===== src/rtl/uart_step_ctrl_pkg.sv =====
// Shared types and constants for the UART-driven single-step controller.
package uart_step_pkg;

    typedef enum logic [2:0] {
        IDLE,
        RECV,
        CLK_LO,
        CLK_HI,
        SEND,
        TX_WAIT
    } state_t;

    localparam logic [7:0] SYNC_BYTE       = 8'hA5;
    localparam int         FRAME_BYTES     = 4;
    localparam int         RESP_BYTES      = 3;
    localparam int         TX_GUARD_CYCLES = 2;

    // Response layout: accumulator low byte, high byte, then the status flag.
    function automatic logic [7:0] resp_byte(input logic [16:0] resp, input logic [1:0] idx);
        logic [7:0] b;
        case (idx)
            2'd0:    b = resp[7:0];
            2'd1:    b = resp[15:8];
            default: b = {7'b0, resp[16]};
        endcase
        return b;
    endfunction

    // A phase of N cycles ends when the timer reaches zero, so load N-1.
    function automatic int phase_load(input int cycles);
        return (cycles > 0) ? cycles - 1 : 0;
    endfunction

    function automatic int bits_for(input int value);
        return (value < 2) ? 1 : $clog2(value + 1);
    endfunction

endpackage


===== src/rtl/uart_step_ctrl_if.sv =====
// Byte-level UART handshake between the controller (master) and the UART core (slave).
interface uart_step_ctrl_if;
    logic [7:0] RXbuffer;
    logic       RXready;
    logic       TXbusy;
    logic [7:0] TXbuffer;
    logic       TXstart;

    modport master (
        input  RXbuffer, RXready, TXbusy,
        output TXbuffer, TXstart
    );

    modport slave (
        output RXbuffer, RXready, TXbusy,
        input  TXbuffer, TXstart
    );
endinterface


===== src/rtl/uart_step_ctrl_step_timer.sv =====
// Loadable down-counter that sticks at zero; done is high while the count is zero.
module step_timer #(
    parameter int WIDTH = 8
) (
    input  logic             CLK,
    input  logic             RST,
    input  logic             load,
    input  logic [WIDTH-1:0] load_val,
    output logic             done
);

    logic [WIDTH-1:0] count_q;
    logic [WIDTH-1:0] count_d;

    always_comb begin
        count_d = count_q;
        if (load) begin
            count_d = load_val;
        end else if (count_q != '0) begin
            count_d = count_q - WIDTH'(1);
        end
    end

    always_ff @(posedge CLK) begin
        if (RST) begin
            count_q <= '0;
        end else begin
            count_q <= count_d;
        end
    end

    assign done = (count_q == '0);

endmodule


===== src/rtl/uart_step_ctrl.sv =====
// Receives a sync-prefixed 32-bit step word over UART, pulses the stepped clock
// once, then returns the datapath readback as three UART bytes.
module uart_step_ctrl
    import uart_step_pkg::*;
#(
    parameter int TIMEOUT_CYCLES = 1200000,
    parameter int LOW_CYCLES     = 2,
    parameter int SETTLE_CYCLES  = 2
) (
    input  logic                    CLK,
    input  logic                    RST,
    uart_step_ctrl_if.master        uart,
    output logic [31:0]             stepWord,
    output logic                    stepClock,
    input  logic [15:0]             readData,
    input  logic                    readFlag,
    output logic                    busy,
    output logic                    frameErr,
    output logic                    rxDrop
);

    localparam int MAX_LOAD_A = (TIMEOUT_CYCLES > LOW_CYCLES) ? TIMEOUT_CYCLES : LOW_CYCLES;
    localparam int MAX_LOAD   = (MAX_LOAD_A > SETTLE_CYCLES) ? MAX_LOAD_A : SETTLE_CYCLES;
    localparam int TIMER_W    = bits_for(MAX_LOAD);

    localparam logic [TIMER_W-1:0] TIMEOUT_LOAD = TIMER_W'(TIMEOUT_CYCLES);
    localparam logic [TIMER_W-1:0] LOW_LOAD     = TIMER_W'(phase_load(LOW_CYCLES));
    localparam logic [TIMER_W-1:0] SETTLE_LOAD  = TIMER_W'(phase_load(SETTLE_CYCLES));

    state_t       state_q,       state_d;
    logic [1:0]   byte_idx_q,    byte_idx_d;
    logic [1:0]   resp_idx_q,    resp_idx_d;
    logic [1:0]   guard_q,       guard_d;
    logic [23:0]  shadow_q,      shadow_d;
    logic [16:0]  resp_q,        resp_d;
    logic [31:0]  step_word_q,   step_word_d;
    logic         step_clock_q,  step_clock_d;
    logic [7:0]   tx_buffer_q,   tx_buffer_d;
    logic         tx_start_q,    tx_start_d;
    logic         frame_err_q,   frame_err_d;

    logic               tmr_load;
    logic [TIMER_W-1:0] tmr_load_val;
    logic               tmr_done;

    step_timer #(.WIDTH(TIMER_W)) u_timer (
        .CLK      (CLK),
        .RST      (RST),
        .load     (tmr_load),
        .load_val (tmr_load_val),
        .done     (tmr_done)
    );

    always_comb begin
        state_d      = state_q;
        byte_idx_d   = byte_idx_q;
        resp_idx_d   = resp_idx_q;
        guard_d      = guard_q;
        shadow_d     = shadow_q;
        resp_d       = resp_q;
        step_word_d  = step_word_q;
        tx_buffer_d  = tx_buffer_q;
        tx_start_d   = 1'b0;
        frame_err_d  = 1'b0;
        tmr_load     = 1'b0;
        tmr_load_val = TIMEOUT_LOAD;

        case (state_q)
            IDLE: begin
                if (uart.RXready && uart.RXbuffer == SYNC_BYTE) begin
                    state_d    = RECV;
                    byte_idx_d = 2'd0;
                    shadow_d   = '0;
                    tmr_load   = 1'b1;
                end
            end
            RECV: begin
                if (uart.RXready) begin
                    tmr_load = 1'b1;
                    case (byte_idx_q)
                        2'd0: shadow_d[7:0]   = uart.RXbuffer;
                        2'd1: shadow_d[15:8]  = uart.RXbuffer;
                        2'd2: shadow_d[23:16] = uart.RXbuffer;
                        default: ;
                    endcase
                    if (byte_idx_q == 2'(FRAME_BYTES - 1)) begin
                        // Last byte goes straight into the word; the shadow only holds the first three.
                        step_word_d  = {uart.RXbuffer, shadow_q};
                        byte_idx_d   = 2'd0;
                        tmr_load_val = LOW_LOAD;
                        state_d      = CLK_LO;
                    end else begin
                        byte_idx_d = byte_idx_q + 2'd1;
                    end
                end else if (tmr_done) begin
                    frame_err_d = 1'b1;
                    shadow_d    = '0;
                    byte_idx_d  = 2'd0;
                    state_d     = IDLE;
                end
            end
            CLK_LO: begin
                if (tmr_done) begin
                    tmr_load     = 1'b1;
                    tmr_load_val = SETTLE_LOAD;
                    state_d      = CLK_HI;
                end
            end
            CLK_HI: begin
                if (tmr_done) begin
                    resp_d     = {readFlag, readData};
                    resp_idx_d = 2'd0;
                    state_d    = SEND;
                end
            end
            SEND: begin
                if (!uart.TXbusy) begin
                    tx_buffer_d = resp_byte(resp_q, resp_idx_q);
                    tx_start_d  = 1'b1;
                    guard_d     = 2'(TX_GUARD_CYCLES);
                    state_d     = TX_WAIT;
                end
            end
            TX_WAIT: begin
                // The UART may not raise TXbusy until a cycle or two after TXstart.
                if (guard_q != 2'd0) begin
                    guard_d = guard_q - 2'd1;
                end else if (!uart.TXbusy) begin
                    if (resp_idx_q == 2'(RESP_BYTES - 1)) begin
                        resp_idx_d = 2'd0;
                        state_d    = IDLE;
                    end else begin
                        resp_idx_d = resp_idx_q + 2'd1;
                        state_d    = SEND;
                    end
                end
            end
            default: state_d = IDLE;
        endcase

        step_clock_d = (state_d != CLK_LO);
    end

    always_ff @(posedge CLK) begin
        if (RST) begin
            state_q      <= IDLE;
            byte_idx_q   <= 2'd0;
            resp_idx_q   <= 2'd0;
            guard_q      <= 2'd0;
            shadow_q     <= '0;
            resp_q       <= '0;
            step_word_q  <= '0;
            step_clock_q <= 1'b1;
            tx_buffer_q  <= '0;
            tx_start_q   <= 1'b0;
            frame_err_q  <= 1'b0;
        end else begin
            state_q      <= state_d;
            byte_idx_q   <= byte_idx_d;
            resp_idx_q   <= resp_idx_d;
            guard_q      <= guard_d;
            shadow_q     <= shadow_d;
            resp_q       <= resp_d;
            step_word_q  <= step_word_d;
            step_clock_q <= step_clock_d;
            tx_buffer_q  <= tx_buffer_d;
            tx_start_q   <= tx_start_d;
            frame_err_q  <= frame_err_d;
        end
    end

    assign stepWord      = step_word_q;
    assign stepClock     = step_clock_q;
    assign uart.TXbuffer = tx_buffer_q;
    assign uart.TXstart  = tx_start_q;
    assign frameErr      = frame_err_q;
    assign busy          = (state_q != IDLE);
    // Flagged in the cycle the byte arrives, so it is decoded from the current state.
    assign rxDrop        = uart.RXready &&
                           (state_q inside {CLK_LO, CLK_HI, SEND, TX_WAIT});

endmodule


===== src/flat_wrapper.sv =====
// flat-port wrapper written by rule: the top's interface ports become plain ports
module uart_step_ctrl_flat import uart_step_pkg::*;
#(
    parameter int TIMEOUT_CYCLES = 1200000,
    parameter int LOW_CYCLES     = 2,
    parameter int SETTLE_CYCLES  = 2
)
  (CLK, RST, stepWord, stepClock, readData, readFlag, busy, frameErr, rxDrop, uart_RXbuffer, uart_RXready, uart_TXbusy, uart_TXbuffer, uart_TXstart);
  uart_step_ctrl_if uart_i ();
  input  logic CLK;
  input  logic RST;
  output logic [31:0] stepWord;
  output logic stepClock;
  input  logic [15:0] readData;
  input  logic readFlag;
  output logic busy;
  output logic frameErr;
  output logic rxDrop;
  input wire logic [$bits(uart_i.RXbuffer)-1:0] uart_RXbuffer;
  input wire logic [$bits(uart_i.RXready)-1:0] uart_RXready;
  input wire logic [$bits(uart_i.TXbusy)-1:0] uart_TXbusy;
  output wire logic [$bits(uart_i.TXbuffer)-1:0] uart_TXbuffer;
  output wire logic [$bits(uart_i.TXstart)-1:0] uart_TXstart;
  assign uart_i.RXbuffer = uart_RXbuffer;
  assign uart_i.RXready = uart_RXready;
  assign uart_i.TXbusy = uart_TXbusy;
  assign uart_TXbuffer = uart_i.TXbuffer;
  assign uart_TXstart = uart_i.TXstart;
  uart_step_ctrl #(.TIMEOUT_CYCLES(TIMEOUT_CYCLES), .LOW_CYCLES(LOW_CYCLES), .SETTLE_CYCLES(SETTLE_CYCLES)) u_core (.CLK(CLK), .RST(RST), .uart(uart_i), .stepWord(stepWord), .stepClock(stepClock), .readData(readData), .readFlag(readFlag), .busy(busy), .frameErr(frameErr), .rxDrop(rxDrop));
endmodule

===== config.mk =====
export PLATFORM = sky130hd
export DESIGN_NAME = uart_step_ctrl_flat
export DESIGN_NICKNAME = d
export VERILOG_FILES = /design/src/rtl/uart_step_ctrl_pkg.sv /design/src/rtl/uart_step_ctrl_if.sv /design/src/rtl/uart_step_ctrl_step_timer.sv /design/src/rtl/uart_step_ctrl.sv /design/src/flat_wrapper.sv
export SDC_FILE = /design/constraint.sdc
export NUM_CORES = 1
export LEC_CHECK = 0
export CORE_MARGIN = 2
export CORE_UTILIZATION = 25
export DETAILED_ROUTE_END_ITERATION = 16
export PLACE_DENSITY = 0.54
export SYNTH_ARGS = -nofsm -noshare
export SYNTH_HDL_FRONTEND = slang
export SYNTH_SLANG_ARGS = --single-unit

===== constraint.sdc =====
create_clock -name CLK -period 2.09 [get_ports CLK]
set_input_delay 0.209 -clock CLK [delete_from_list [all_inputs] [get_ports CLK]]
set_output_delay 0.209 -clock CLK [all_outputs]
set_load 0.05 [all_outputs]

==> flow_summary_export.csv, run 1 <==
group,metric,value,unit
pwr,p_per_area,1060,nW/um2
pwr,p_leak,2.85,nW
detailed_routing,drt-total-wl,13.5,mm
detailed_routing,drtIter0Drc,225,
synthesis,syn-cell-area,4930,um2
run_status,outcome,"finished clean",
die,die_width,144,um
final_layout,drive_above_1_share,20.7,%
timing,whs,153,ps
detailed_routing,via_per_inst,4.51,
grt,grt_usage,13.3,%
synthesis,synthFlopType,"dfxtp_1",
synthesis,synth-edff-count,0,
timing,min_period_over_period,99.9,%
detailed_routing,dr.pass1.iters,4,
clock_network,cts_max_level,4,
synthesis,yosys.area.top_type,"dfxtp_1",
clock_network,clock-sinks,114,
critical_path,cp_slowest_stage_delay,530,ps
run,cap_violations,0,
clock_network,insertion_delay,420,ps
critical_path,cpLargestDelayFamily,"simple AND/OR/NAND/NOR gates",
synthesis,yosys-top-cells-area,"dfxtp_1 (46%), mux2i_1 (10%), nand2_1 (6.3%)",
synthesis,yosys_warnings,0,
timing,fin_ws,1.06,ps
timing,finClkSkew,9.90,ps
critical_path,critPathMaxFanout,8,
timing,setup_viol,0,
clock_network,cts_root_buf,"clkbuf_16",
clock_network,cts_buffer_depth,2,
clock_network,path_clk_slew,50,ps
timing,tightest_slew,597,ps
placement,place_ws,-318,ps
placement,numPlacedInstances,934,
critical_path,crit_chain,"or4_4 -> buf_6 -> nor4_4 -> buf_4 -> buf_6 -> nand3_4 -> o211ai_1 -> a21oi_1",
critical_path,critical_path_required,2390,ps
timing,hold_viol_final,0,
die,io_pins,74,
critical_path,cpMostUsedCell,"buf_6",
synthesis,synth_top_area_share,46.2,%
synthesis,yosys-top-cells-count,"dfxtp_1 (114), nand2_1 (83), a21oi_1 (60), mux2i_1 (51), nor2_1 (46)",
detailed_routing,ant_nets,0,
detailed_routing,routedWlPerCell,13.8,um
grt,grt_pass1_wl,21.5,mm
detailed_routing,drc,0,
final_layout,fillCellCount,2029,
clock_network,cts_buffers,17,
critical_path,cp-start-kind,"flip-flop",
timing,fmax,0.479,GHz
placement,port-buffer-count,73,
final_layout,utilization,37.3,%
die,rows,51,
final_layout,layout.cells.non_filler,975,
critical_path,cp_num_buf_inv,3,
synthesis,yosysUniqueCellTypes,53,
synthesis,syn_avg_cell_area,8.75,um2
clock_network,tritoncts,"done",
timing,slew_headroom,60.2,%
synthesis,ys_seq_area_share,46.2,%
grt,grt_overflow,0,
synthesis,synthArstFlopShare,0,%
critical_path,path_class,"flip-flop to flip-flop",
placement,place.gp.congestion,0.805,
critical_path,endpoint_kind,"flip-flop",
critical_path,rrSetupSlack,1,ps
worst_hold_path,hp-class,"input pin to flip-flop",
synthesis,syn-num-nets,599,
grt,grt_pass1_vias,4293,
die,start_util,25.4,%
pwr,ir_drop,557,uV
final_layout,diodes,0,
timing,rsz0062_at_grt,"true",
final_layout,final_nets,734,
timing,min_period,2090,ps
synthesis,ys_ff_latch,114,
timing,maxSlewViolCount,0,
die,die_area,20900,um2
die,coreArea,19400,um2
synthesis,netlist_instances,564,
synthesis,synth.most_common_cell,"dfxtp_1",
detailed_routing,vias,4397,
placement,dp_hpwl,9.14,mm
critical_path,crit_path_top_delay_cell,"or4_4",
die,die_h,144,um
grt,grt_start_max_net_pins,52,
final_layout,area_growth,46.7,%
grt,antenna_found_initial,0,
critical_path,crit_arrival,2380,ps
-- area by class of cell --
cell class / instances / area (um2) / area share [%]
flip-flops and latches: 114 / 2290 / 31.6
repair buffers: 147 / 1390 / 19.2
clock inverters: 10 / 86.3 / 1.19
inverters: 13 / 48.8 / 0.674
clock buffers: 20 / 467 / 6.45
well taps: 265 / 332 / 4.58
multi-input cells: 406 / 2630 / 36.3
-- stage by stage --
step / TNS (ps) / power [W] / area, um2
3_5_place_dp: -11260 / 0.00451 / 6410
2_1_floorplan: 0 / 0.00361 / 4950
3_3_place_gp: -12660 / 0.00451 / 6410
6_report: 0 / 0.00765 / 7240
5_1_grt: -1080 / 0.00803 / 7240
4_1_cts: -482 / 0.00738 / 7020
-- logic make-up after synthesis --
kind of cell / synth area share [%]
mux: 10.6
flops: 46.2
simple gates: 23.9
compound gates: 12.1
xor+xnor: 2.31
fa+ha+maj: 1.52
buf+inv: 3.42
-- state kept, by name (all words and copies together) (netlist names) --
register / flops
u_core.resp_q: 17
u_core.shadow_q: 24
u_core.guard_q: 2
u_core.stepWord: 32
u_core.frameErr: 1
u_core.stepClock: 1
u_core.uart.TXstart: 1
u_core.u_timer.count_q: 21
u_core.uart.TXbuffer: 8
u_core.byte_idx_q: 2
u_core.state_q: 3
u_core.resp_idx_q: 2
-- metal layers --
| layer | global-route usage [%] | wire, um |
|---|---|---|
| met2 | 21.2 | 6190 |
| met3 | 4.80 | 602 |
| met4 | 5.06 | 177 |
| met1 | 16.5 | 6520 |
| met5 | 0 | 0 |
-- worst paths after layout --
check | start | endpoint | cells after the start
worst min-delay path | RST | u_core.u_timer.count_q[0]$_SDFFE_PP0P_ | 2
worst max-delay path | u_core.u_timer.count_q[13]$_SDFFE_PP0P_ | u_core.u_timer.count_q[17]$_SDFFE_PP0P_ | 8
worst max register to register | u_core.u_timer.count_q[13]$_SDFFE_PP0P_ | u_core.u_timer.count_q[17]$_SDFFE_PP0P_ | 8
worst min register to register | u_core.stepWord[25]$_SDFFE_PP0P_ | u_core.stepWord[25]$_SDFFE_PP0P_ | 2
-- layout by cell type (no fill, tap or decap), drive strengths merged, types with 7 or more instances in the layout --
cell,count
nand2b,30
buf,75
nand2,83
clkdlybuf4s50,70
nor2,47
xnor2,8
nand3,12
clkbuf,22
mux2i,51
inv,13
a21oi,60
nand3b,10
dfxtp,114
nor4,8
nor3,19
o21ai,17
or4,7
-- report_power, final --
part	total [W]	internal, W	switching (W)
Combinational	0.00251	0.00127	0.00124
Clock	0.00271	0.00170	0.00101
Sequential	0.00244	0.00233	0.000112
Total	0.00765	0.00529	0.00236
-- worst register-to-register path, delay by kind of cell, from the launching register on --
| family | cells | cell delay, ps |
|---|---|---|
| compound gates | 2 | 240 |
| buf+inv | 3 | 460 |
| flops | 1 | 340 |
| simple gates | 3 | 930 |
-- what timing repair did --
| item | 4_1_cts | 5_1_grt |
|---|---|---|
| hold buffers | 0 | 0 |
| endpoints found under the setup margin | 43 | 63 |
| gates resized for setup | 11 | 27 |
| gates cloned | 0 | 3 |
| buffers inserted | 2 | 6 |
| endpoints found under the hold margin | 0 | 0 |
| pin swaps | 5 | 14 |
Power figures use the tool's default switching activity.
==> run 2, diff against run 1 <==
- ABC_AREA: default -> 1
- PLACE_DENSITY: 0.54 -> 0.53
- SETUP_SLACK_MARGIN: default -> 0.02
==> flow_summary_export.csv, run 2 <==
group,metric,value,unit
run_status,outcome,"finished clean",
placement,dp_hpwl,9.77,mm
die,die_width,148,um
critical_path,critical_path_required,1880,ps
critical_path,crit_path_top_delay_cell,"dfxtp_1",
timing,totalNegativeSetupSlack,0,ps
detailed_routing,drc,0,
critical_path,startpoint,"u_core.state_q[0]$_SDFF_PP0_",
synthesis,yosysUniqueCellTypes,37,
worst_hold_path,hp-class,"input pin to flip-flop",
timing,fmax,0.527,GHz
pwr,power.internal,0.00486,W
clock_network,insertion_delay,420,ps
pwr,combPwrFrac,25.9,%
timing,min_period_over_period,90.7,%
clock_network,cts_max_level,4,
worst_hold_path,hp-start,"RST",
timing,hold_viol_final,0,
synthesis,ys_seq_area_share,43.7,%
critical_path,crit_chain,"nand3_1 -> a31oi_2 -> buf_12",
grt,grt_overflow,0,
critical_path,cp-start-kind,"flip-flop",
synthesis,netlist_instances,729,
clock_network,clock-sinks,114,
synthesis,syn-cell-area,5220,um2
timing,slew_headroom,60.1,%
critical_path,critPathMaxFanout,7,
pwr,ir_drop,562,uV
detailed_routing,drt-total-wl,13.7,mm
synthesis,yosys-top-cells-count,"nand2_1 (156), nor2_1 (136), dfxtp_1 (114), inv_1 (77), nand3_1 (50)",
die,die_area,22000,um2
final_layout,largest_register_ffs,32,
synthesis,synthFlopType,"dfxtp_1",
die,io_pins,74,
detailed_routing,routedWlPerCell,12.4,um
final_layout,mostFrequentLayoutCells,"nand2_1 (156), nor2_1 (136), dfxtp_1 (114), inv_1 (77), clkdlybuf4s50_1 (70)",
die,rows,52,
critical_path,cp_slowest_stage_delay,440,ps
final_layout,final_common_cell,"nand2_1",
critical_path,r2r-start,"u_core.u_timer.count_q[0]$_SDFFE_PP0P_",
pwr,clkPwrFrac,39.7,%
synthesis,synth_top_area_share,43.7,%
detailed_routing,drtIter0Drc,266,
final_layout,final_nets,858,
timing,min_period,1900,ps
run,cap_violations,0,
grt,antenna_found_initial,0,
grt,grt_pass1_vias,4450,
synthesis,synth-edff-count,0,
timing,maxSlewViolCount,0,
critical_path,crit_arrival,1690,ps
critical_path,endpoint_kind,"output port",
final_layout,area_growth,33.2,%
die,start_util,25.6,%
timing,tightest_slew,598,ps
detailed_routing,dr.pass1.iters,4,
detailed_routing,via_per_inst,4.26,
clock_network,cts_buffers,17,
synthesis,synth.most_common_cell,"nand2_1",
pwr,switchingPower,0.00235,W
synthesis,ys_ff_latch,114,
clock_network,cts_buffer_depth,2,
timing,whs,122,ps
critical_path,path_class,"flip-flop to output port",
pwr,seqPwrFrac,34.4,%
pwr,switching_share,32.6,%
synthesis,syn-num-nets,764,
detailed_routing,ant_nets,0,
synthesis,syn_avg_cell_area,7.16,um2
placement,port-buffer-count,73,
clock_network,cts_root_buf,"clkbuf_16",
pwr,total_power,0.00720,W
clock_network,tritoncts,"done",
synthesis,yosys-top-cells-area,"dfxtp_1 (44%), nand2_1 (11%), nor2_1 (9.8%)",
clock_network,post_cts_buffers,0,
final_layout,diodes,0,
die,die_h,148,um
pwr,p_leak,2.96,nW
detailed_routing,vias,4715,
grt,grt_pass1_wl,22.6,mm
synthesis,yosys_warnings,0,
clock_network,path_clk_slew,60,ps
synthesis,yosys.area.top_type,"dfxtp_1",
timing,rsz0062_at_grt,"false",
timing,setup_viol,0,
pwr,p_per_area,1040,nW/um2
synthesis,synthArstFlopShare,0,%
die,coreArea,20400,um2
final_layout,drive_above_1_share,13.2,%
timing,finClkSkew,10.6,ps
placement,place.gp.congestion,0.798,
grt,grt_start_max_net_pins,34,
grt,grt_usage,13.2,%
## run 2: cell types whose count changed in the layout (fill, tap and decap cells not counted), sizes merged, moves of 30 or more
cell,change
buf,-40
inv,+69
nor2,+98
nand3,+45
nand2b,-30
nand2,+78
mux2i,-51
## run 2: critical path: cells and delay by family (launching register included)
family	cells	cell delay, ps
buffers and inverters	1	180
DFF	1	440
and+or+nand+nor	1	280
AOI/OAI and AO/OA	1	370
## run 2: layer usage
layer	global-route usage, %	wire (um)
met5	0	0
met4	4.14	144
met1	17.7	6950
met2	19.8	5890
met3	4.85	751
## run 2: path summary, 6_finish.rpt
kind	to	slack [ps]	depth (start not counted)
worst max register to register	u_core.resp_q[5]$_SDFFE_PP0P_	240	9
worst min-delay path	u_core.u_timer.count_q[11]$_SDFFE_PP0P_	120	2
worst max-delay path	rxDrop	190	3
worst min register to register	u_core.resp_q[9]$_SDFFE_PP0P_	450	2
## run 2: logic make-up (layout without fill, tap and decap cells)
group                      count (synthesis)  after routing  synth area share, %
buffers and inverters                    111            218                 9.09
xor gates and xnor gates                  12             12                 2.01
DFF                                      114            114                 43.7
adders and majority gates                  6              6                 1.44
and+or+nand+nor                          385            385                 32.6
AOI/OAI and AO/OA                        101            101                 11.1
## run 2: power by group through the flow
stage | combinational, W | clock [W] | sequential, W
global route | 0.00217 | 0.00303 | 0.00249
floorplan | 0.00142 | 0 | 0.00249
global placement | 0.00187 | 0 | 0.00252
CTS | 0.00188 | 0.00293 | 0.00248
finish | 0.00187 | 0.00286 | 0.00247
detailed placement | 0.00187 | 0 | 0.00252
## run 2: repair_timing
item | in CTS | in global routing
resized for setup | 0 | 1
endpoints found under the setup margin | 0 | 1
hold buffers | 0 | 0
## run 2: layout make-up
cell class | count | area, um2
clock buffers | 18 | 429
repair buffers | 105 | 973
multi-input cells | 504 | 2470
clock inverters | 14 | 156
well taps | 270 | 338
flip-flops and latches | 114 | 2280
inverters | 81 | 304
fillers | 2151 | 13400
## run 2: through the flow
stage	worst slack (ps)	area [um2]	util [%]	std cells
floorplan	310	5220	-	729
global placement	140	6360	31.2	1074
detailed placement	54.0	6360	31.2	1074
CTS	20.7	6940	34.1	1106
global route	66.7	6950	34.1	1106
finish	194	6950	34.1	1106
==> run 3, diff against run 2 <==
- CORE_MARGIN: 2 -> default
- PLACE_DENSITY: 0.53 -> 0.54
==> flow_summary_export.csv, run 3 (synthesis gave the netlist of run 2 again) <==
group,metric,value,unit
run_status,outcome,"finished clean",
clock_network,insertion_delay,420,ps
critical_path,cp_slowest_stage_delay,320,ps
critical_path,r2r-end,"u_core.shadow_q[6]$_SDFFE_PP0P_",
pwr,ir_drop,604,uV
worst_hold_path,hold-path-cell-count,4,
critical_path,r2r-start,"u_core.u_timer.count_q[0]$_SDFFE_PP0P_",
placement,place.gp.congestion,0.815,
grt,grt_overflow,0,
grt,grt_pass1_wl,22.1,mm
clock_network,cts_buffer_depth,2,
critical_path,critical_path_required,2400,ps
placement,dp_hpwl,9.61,mm
final_layout,regArea,2280,um2
critical_path,path_class,"flip-flop to flip-flop",
final_layout,drive_above_1_share,13.0,%
clock_network,cts_buffers,17,
die,start_util,25.6,%
timing,whs,382,ps
final_layout,diodes,0,
final_layout,final_area,6980,um2
die,die_h,146,um
timing,maxSlewViolCount,0,
detailed_routing,drtIter0Drc,268,
critical_path,r2r_cells,9,
detailed_routing,routedWlPerCell,12.3,um
critical_path,crit_chain,"inv_1 -> ha_1 -> nand2_4 -> nor2_8 -> nand3_4 -> nand2_2 -> nand3_2 -> o21bai_1 -> nor2_1",
grt,grt_pass1_vias,4398,
run,cap_violations,0,
die,die_width,146,um
critical_path,crit_path_top_delay_cell,"dfxtp_1",
worst_hold_path,hp-class,"input pin to flip-flop",
die,io_pins,74,
timing,finClkSkew,8.74,ps
clock_network,clock-sinks,114,
pwr,p_leak,2.96,nW
detailed_routing,ant_nets,0,
grt,grt_start_max_net_pins,52,
final_layout,largest_register_ffs,32,
final_layout,final_nets,855,
timing,slew_headroom,58.3,%
timing,setup_viol,0,
final_layout,multi_input_area,2470,um2
detailed_routing,via_per_inst,4.28,
grt,antenna_found_initial,0,
grt,grt_usage,13.1,%
critical_path,cp-start-kind,"flip-flop",
timing,min_period,1900,ps
clock_network,cts_max_level,4,
worst_hold_path,holdPathEnd,"u_core.shadow_q[23]$_SDFFE_PP0P_",
clock_network,cts_root_buf,"clkbuf_16",
detailed_routing,drt-total-wl,13.5,mm
critical_path,crit_arrival,2210,ps
die,die_area,21500,um2
placement,postPlaceCellArea,6340,um2
placement,port-buffer-count,73,
critical_path,critPathMaxFanout,16,
die,rows,52,
clock_network,path_clk_slew,60,ps
worst_hold_path,hp-start,"RST",
final_layout,final_common_cell,"nand2_1",
detailed_routing,vias,4717,
clock_network,cts_hold_buffers,0,
critical_path,rrSetupSlack,190,ps
detailed_routing,dr.pass1.iters,5,
clock_network,cts.repair.resized,0,
die,coreArea,20400,um2
timing,min_period_over_period,90.8,%
pwr,p_per_area,1050,nW/um2
timing,fmax,0.527,GHz
timing,rsz0062_at_grt,"false",
final_layout,mostFrequentLayoutCells,"nand2_1 (156), nor2_1 (136), dfxtp_1 (114), inv_1 (77), clkdlybuf4s50_1 (70)",
final_layout,fillCellCount,2152,
critical_path,endpoint_kind,"flip-flop",
timing,hold_viol_final,0,
clock_network,post_cts_buffers,0,
final_layout,utilization,34.3,%
clock_network,tritoncts,"done",
timing,totalNegativeSetupSlack,0,ps
timing,tightest_slew,625,ps
final_layout,area_growth,33.8,%
detailed_routing,drc,0,
## run 3: report_power, final
group	internal, W	switching (W)
Clock	0.00195	0.00110
Sequential	0.00233	0.000145
Combinational	0.000736	0.00109
Total	0.00502	0.00233
## run 3: metrics by stage
step                setup WS (ps)  cells  power (W)
finish                        193   1103    0.00736
global route                 15.3   1103    0.00781
CTS                          61.4   1103    0.00744
detailed placement           61.3   1071    0.00435
global placement              111   1071    0.00435
floorplan                     310    729    0.00390
## run 3: worst max-delay path, delay by kind of cell (launching register included)
| kind | cells | cell delay (ps) |
|---|---|---|
| buffers and inverters | 1 | 70 |
| AO/OA/AOI/OAI | 1 | 220 |
| adder cells (fa/ha/maj) | 1 | 210 |
| flip-flops | 1 | 320 |
| AND/OR/NAND/NOR | 6 | 950 |
## run 3: worst max path at each step
stage | from | to | slack (ps) | cells after the start
finish | u_core.u_timer.count_q[0]$_SDFFE_PP0P_ | u_core.shadow_q[6]$_SDFFE_PP0P_ | 190 | 9
global route | u_core.u_timer.count_q[0]$_SDFFE_PP0P_ | u_core.shadow_q[13]$_SDFFE_PP0P_ | 20 | 10
CTS | u_core.state_q[0]$_SDFF_PP0_ | rxDrop | 60 | 3
detailed placement | uart_RXready | u_core.shadow_q[17]$_SDFFE_PP0P_ | 60 | 8
global placement | uart_RXready | u_core.stepWord[0]$_SDFFE_PP0P_ | 110 | 7
floorplan | u_core.state_q[1]$_SDFF_PP0_ | u_core.shadow_q[6]$_SDFFE_PP0P_ | 310 | 9
## run 3: cell type report
cell class                      instances  share of cell area, %
Multi-Input combinational cell        504                   35.5
Clock buffer                           19                   6.49
Timing Repair Buffer                  102                   13.6
Clock inverter                         13                   2.49
Tap cell                              270                   4.84
Sequential cell                       114                   32.7
Inverter                               81                   4.39
## run 3: routing by layer
layer / vias to the layer above / GRT usage [%] / wire (um) / share of wire (%)
li1: 2491 / - / - / -
met1: 2119 / 17.4 / 6820 / 50
met2: 88 / 19.3 / 5840 / 43
met3: 19 / 3.75 / 606 / 4.5
met4: 0 / 6.25 / 272 / 2.0
met5: - / 0 / 0 / 0
